`src/rtl/serial_paralelo_rx.sv`:
```
// Serial-to-parallel receive deserializer: finds byte alignment on COM,
// then emits aligned payload bytes with COM/IDL fillers stripped.
module serial_paralelo_rx #(
    parameter logic [7:0]  COM         = 8'hBC,
    parameter logic [7:0]  IDL         = 8'h7C,
    parameter int unsigned ALIGN_COUNT = 4
) (
    input  logic       clk_32f,
    input  logic       reset_L,
    input  logic       data_in,
    output logic [7:0] data_out,
    output logic       valid_out,
    output logic       active,
    output logic       byte_strobe
);

    localparam int unsigned BYTE_W = 8;
    localparam int unsigned CNT_W  = 3;

    typedef enum logic [1:0] {
        SEARCH  = 2'd0,
        LOCKING = 2'd1,
        ACTIVE  = 2'd2
    } state_t;

    state_t             state_q, state_d;
    logic [BYTE_W-1:0]  sr_q, sr_d;
    logic [CNT_W-1:0]   bit_cnt_q, bit_cnt_d;
    logic [CNT_W-1:0]   com_cnt_q, com_cnt_d;
    logic [BYTE_W-1:0]  data_d;
    logic               valid_d;
    logic               active_d;
    logic               strobe_d;
    logic               boundary;
    logic               sr_is_com;
    logic [CNT_W-1:0]   com_cnt_inc;

    assign boundary    = (bit_cnt_q == CNT_W'(7));
    assign sr_is_com   = (sr_q == COM);
    assign com_cnt_inc = com_cnt_q + CNT_W'(1);

    // State and output registers
    always_ff @(posedge clk_32f or negedge reset_L) begin
        if (!reset_L) begin
            state_q     <= SEARCH;
            sr_q        <= '0;
            bit_cnt_q   <= '0;
            com_cnt_q   <= '0;
            data_out    <= '0;
            valid_out   <= 1'b0;
            active      <= 1'b0;
            byte_strobe <= 1'b0;
        end else begin
            state_q     <= state_d;
            sr_q        <= sr_d;
            bit_cnt_q   <= bit_cnt_d;
            com_cnt_q   <= com_cnt_d;
            data_out    <= data_d;
            valid_out   <= valid_d;
            active      <= active_d;
            byte_strobe <= strobe_d;
        end
    end

    // Alignment search, COM lock counting and byte emission
    always_comb begin
        state_d   = state_q;
        sr_d      = {sr_q[BYTE_W-2:0], data_in};
        bit_cnt_d = bit_cnt_q + CNT_W'(1);
        com_cnt_d = com_cnt_q;
        data_d    = data_out;
        valid_d   = valid_out;
        active_d  = active;
        strobe_d  = 1'b0;

        case (state_q)
            SEARCH: begin
                if (sr_is_com) begin
                    com_cnt_d = CNT_W'(1);
                    bit_cnt_d = '0;
                    if (ALIGN_COUNT == 1) begin
                        state_d  = ACTIVE;
                        active_d = 1'b1;
                    end else begin
                        state_d = LOCKING;
                    end
                end
            end
            LOCKING: begin
                if (boundary) begin
                    if (sr_is_com) begin
                        com_cnt_d = com_cnt_inc;
                        if (com_cnt_inc >= CNT_W'(ALIGN_COUNT)) begin
                            state_d  = ACTIVE;
                            active_d = 1'b1;
                        end
                    end else begin
                        // Misaligned byte: next cycle is a fresh candidate
                        state_d   = SEARCH;
                        com_cnt_d = '0;
                    end
                end
            end
            ACTIVE: begin
                if (boundary) begin
                    strobe_d = 1'b1;
                    if (sr_is_com || (sr_q == IDL)) begin
                        valid_d = 1'b0;
                    end else begin
                        data_d  = sr_q;
                        valid_d = 1'b1;
                    end
                end
            end
            default: begin
                state_d = SEARCH;
            end
        endcase
    end

endmodule

```
`config.mk`:
```
export PLATFORM = sky130hd
export DESIGN_NAME = serial_paralelo_rx
export DESIGN_NICKNAME = d
export VERILOG_FILES = /design/src/rtl/serial_paralelo_rx.sv
export SDC_FILE = /design/constraint.sdc
export NUM_CORES = 1
export LEC_CHECK = 0
export CELL_PAD_IN_SITES_DETAIL_PLACEMENT = 1
export CELL_PAD_IN_SITES_GLOBAL_PLACEMENT = 1
export CORE_MARGIN = 4
export CORE_UTILIZATION = 47
export DETAILED_ROUTE_END_ITERATION = 10
export PLACE_DENSITY = 0.86
export SLEW_MARGIN = 20
export SYNTH_ARGS = -nofsm -noshare
export SYNTH_HDL_FRONTEND = slang
export SYNTH_SLANG_ARGS = --single-unit
export TNS_END_PERCENT = 100
```
`constraint.sdc`:
```
create_clock -name clk_32f -period 2.4 [get_ports clk_32f]
set_input_delay 0.48 -clock clk_32f [delete_from_list [all_inputs] [get_ports clk_32f]]
set_output_delay 0.48 -clock clk_32f [all_outputs]
set_load 0.05 [all_outputs]
```
== Word level (Yosys, flattened, before mapping) ==
Index checks and enable logic that the tools add are counted.
Word-level totals
  flip-flop bits (word level): 27
  output and inout bits: 11
  logic and storage cells: 43
Operators by class
  $add $sub $neg: 2
  $lt $le $gt $ge: 1
  equality and inequality tests: 8
  mux-type cells: 14
  bitwise gates (word level): 2
  reduce and logical (&&, ||, !) cells: 8
Operators with widths (number)
  2-to-1 mux 3 bit: 5
  == test 8 x 7 -> 1 bit, second input constant: 1
  == test 8 bit, second input constant: 1
  2-to-1 mux 2 bit: 4
  AND reduction 4 bit: 2
  adder 3 x 1 -> 3 bit, second input constant: 2
  case mux 2 bit (3 select lines): 1
  case mux 3 bit (2 select lines): 1
  AND reduction 3 bit: 2
  inequality test 2 bit, second input constant: 2
  == test 3 bit, second input constant: 1
  >= comparator 3 bit, second input constant: 1
  2-to-1 mux 1 bit: 3
  inequality test 3 bit, second input constant: 1
  == test 2 x 1 -> 1 bit, second input constant: 1
  == test 2 bit, second input constant: 1
  logical NOT 2 bit: 1
  NOT 1 bit: 2
  AND reduction 2 bit: 1
  nonzero test 2 bit: 1
  logical OR 1 bit: 1

== Logic depth before layout (Yosys ltp) ==
  depth after elaboration: 6
  mapped depth: 6
  mapped depth without buffers: 5

== Worst setup path after synthesis ==
No wires, ideal clock.
  kind: register to register
  start: register bit_cnt_q[0]
  end: register data_out[0]
  library setup time: 125 ps
  arrival time: 1394 ps
  data required time: 2275 ps
  path slack: 881 ps
  stages on the path, launching flop included: 6
  cell sequence: dfrtp_1 > ha_1 > ha_1 > nand3b_1 > a31oi_4 > mux2_4
Between the ends
  cells in the longest elaborated chain, start to end: 2
RTL lines
  start, declared: RTL line 28  | logic [CNT_W-1:0] bit_cnt_q, bit_cnt_d;
  start signal, assigned: RTL line 56  | bit_cnt_q <= bit_cnt_d;
  == test 3 bit: RTL line 38  | assign boundary = (bit_cnt_q == CNT_W'(7));
  AND reduction 3 bit (no source line)
  end signal, assigned: RTL line 58  | data_out <= data_d;
  end, declared: RTL line 11  | output logic [7:0] data_out,
No other way between the ends.
A chain may end at the register's enable or synchronous reset.

== Worst setup path after layout ==
  start: register data_out[6]
  end: output data_out[6]
No word-level cell between the ends.

==> qor.yml <==
slew_violations: 0
synth-async-reset-ratio: 1.00
setup.worst_path.start_class: "register"
seq_area_frac_synth: 0.570
dp_cells: 130
worst-path-max-fanout: 4
period_share: 0.849
critPathSlowestCell: "clkdlybuf4s50_1"
synth_flop_cell: "dfrtp_1"
clk_latency_ns: 0.32
ys_ff_latch: 27
overflow: 0
rows: 17
final_hold_viol_count: 0
synth_top_area_cell: "dfrtp_1"
clock_sink_count: 27
wl_per_cell_um: 19.2
grt_max_degree: 28
worst_pin_slew_ns: 0.506
cts_tree: "built"
grt_first_pass_wirelength_mm: 4.72
cp_top_family: "buffers and inverters"
antenna_found_initial: 0
grt_usage: 0.183
clockRootBuffer: "clkbuf_4"
drive_above_1_share: 0.151
clk_pin_slew_worst_paths_ns: 0.15
synth_fp_nets: 96
cts_hold_buffers: 0
drc: 0
synthesis.area_mm2: 0.00119
yosysWarnings: 0
finalNonFillerCells: 134
power.total_w: 0.000822
chipHeight_um: 58.2
final_nets: 113
path_buf_inv: 1
outcome: "completed"
die_width_um: 58.2
dieArea_mm2: 0.00339
cts_resized: 0
setup.worst_path.class: "register to primary output"
initial_core_util: 0.516
synth-edff-count: 0
arrival_ns: 1.56
slowest_delay_ns: 0.82
fmax_mhz: 491
routed_via_density: 6.00
n_antenna_cell: 0
core-area_mm2: 0.00230
ir_worst_vdd_mv: 0.336
dr.pass1.iters: 4
final.min_clock_period_ns: 2.04
drt_wl_total_mm: 2.57
fillCellCount: 240
numPortBuffers: 13
numCtsBuffers: 3
ys_types: 36
drt_iter0_drc: 19
cp-end-kind: "primary output"
avgSynthCellArea_um2: 13.2
grt_pass1_vias: 968
area_delta_synth_final_pct: 15.8
finalSetupViolCount: 0
holdCritPathClass: "register to register"
fin_setup_tns_ns: 0
maxCapViolCount: 0
rsz0062_at_grt: "no"
cts_max_level: 1
slew_headroom: 0.662
cellLeakagePower_nw: 0.605
power_per_cell_area_mw_per_mm2: 598
synth_cells: 90
ant_nets: 0
finalClockSkew_ns: 0.00783
synth_top_area_frac: 0.570
gp_congestion: 0.709
postCtsSetupBuffers: 0
clockBufferDepth: 2
synth.area.top_cells: "dfrtp_1 (57%), mux2_4 (3.8%), ha_1 (3.2%)"
io_pins: 14
cp.required_ns: 1.92
crit_path_cell_trace: "clkdlybuf4s50_1"
dpl.hpwl_mm: 1.94
vias: 804
## report_power, final
| group | switching [W] | total, W | internal, W |
|---|---|---|---|
| logic | 0.0000599 | 0.000114 | 0.0000538 |
| clock network | 0.000135 | 0.000197 | 0.0000625 |
| registers | 0.0000254 | 0.000511 | 0.000485 |
## stage by stage
stage | hold slack [ns] | utilization | setup WS [ns] | cell area [um^2]
3_3_place_gp | 0.408 | 0.586 | 0.744 | 1350
6_report | 0.453 | 0.598 | 0.363 | 1370
2_1_floorplan | 0.184 | - | 0.881 | 1190
3_5_place_dp | 0.420 | 0.586 | 0.723 | 1350
4_1_cts | 0.456 | 0.598 | 0.344 | 1370
5_1_grt | 0.477 | 0.598 | 0.281 | 1370
## logic make-up (layout without fill, tap and decap cells)
group,after synthesis,in the layout,synth area share
AOI/OAI and AO/OA,28,28,0.190
buffers and inverters,6,22,0.0264
and+or+nand+nor,19,19,0.107
adders and majority gates,3,3,0.0316
muxes,5,5,0.0549
DFF,27,27,0.570
xor gates and xnor gates,2,2,0.0211
## flip-flops by register name, indices dropped and copies added (netlist names)
| signal | count |
|---|---|
| valid_out | 1 |
| bit_cnt_q | 3 |
| state_q | 2 |
| sr_q | 8 |
| com_cnt_q | 3 |
| byte_strobe | 1 |
| active | 1 |
| data_out | 8 |
## layout by cell type, fill, tap and decap left out, types with 3 or more instances in the layout
master           instances
mux2_4                   3
nand2_1                  4
clkbuf_4                 3
dfrtp_1                 27
clkdlybuf4s50_1         13
a31oi_1                  3
o211ai_1                 4
o21ai_0                  3
inv_1                    3
nor2b_1                  4
ha_1                     3
nand3_1                  3
## path summary, 6_finish.rpt
path	from	endpoint	slack, ns	cells after the start
worst max-delay path	data_out[6]	data_out[6]	0.36	1
worst min-delay path	sr_q[0]	sr_q[1]	0.45	0
worst max register to register	bit_cnt_q[0]	data_out[1]	0.72	5
worst min register to register	sr_q[0]	sr_q[1]	0.45	0
max in group asynchronous	reset_L	bit_cnt_q[0]	1.63	2
min in group asynchronous	reset_L	bit_cnt_q[2]	0.51	2
## layout make-up
cell class	instances	area [um^2]	share of cell area
inverter	3	11.3	0.00820
clock inverter	1	5.00	0.00364
clock buffer	3	22.5	0.0164
timing repair buffer	15	145	0.106
multi-input combinational	57	479	0.349
tap	28	35.0	0.0255
sequential	27	676	0.492
## cell usage after synthesis (2+ instances only)
library cell and count:
a21oi_1 2, a2bb2oi_1 2, a31oi_1 3, buf_4 2, dfrtp_1 27, ha_1 3, inv_1 3, mux2_4 3
mux2i_1 2, nand2_1 4, nand3_1 3, nand3b_1 2, nor2b_1 4, o211ai_1 4, o21ai_0 3, o22a_1 2
o31a_1 2
## per-layer routing
metal | vias to the layer above | share of wire | GRT usage | wire, um
met5 | - | 0 | 0 | 0
met4 | 0 | 0.010 | 0.0662 | 26
met3 | 4 | 0.032 | 0.0468 | 82
met2 | 13 | 0.52 | 0.303 | 1330
met1 | 409 | 0.44 | 0.230 | 1140
li1 | 378 | - | - | -
Power figures use the tool's default switching activity.
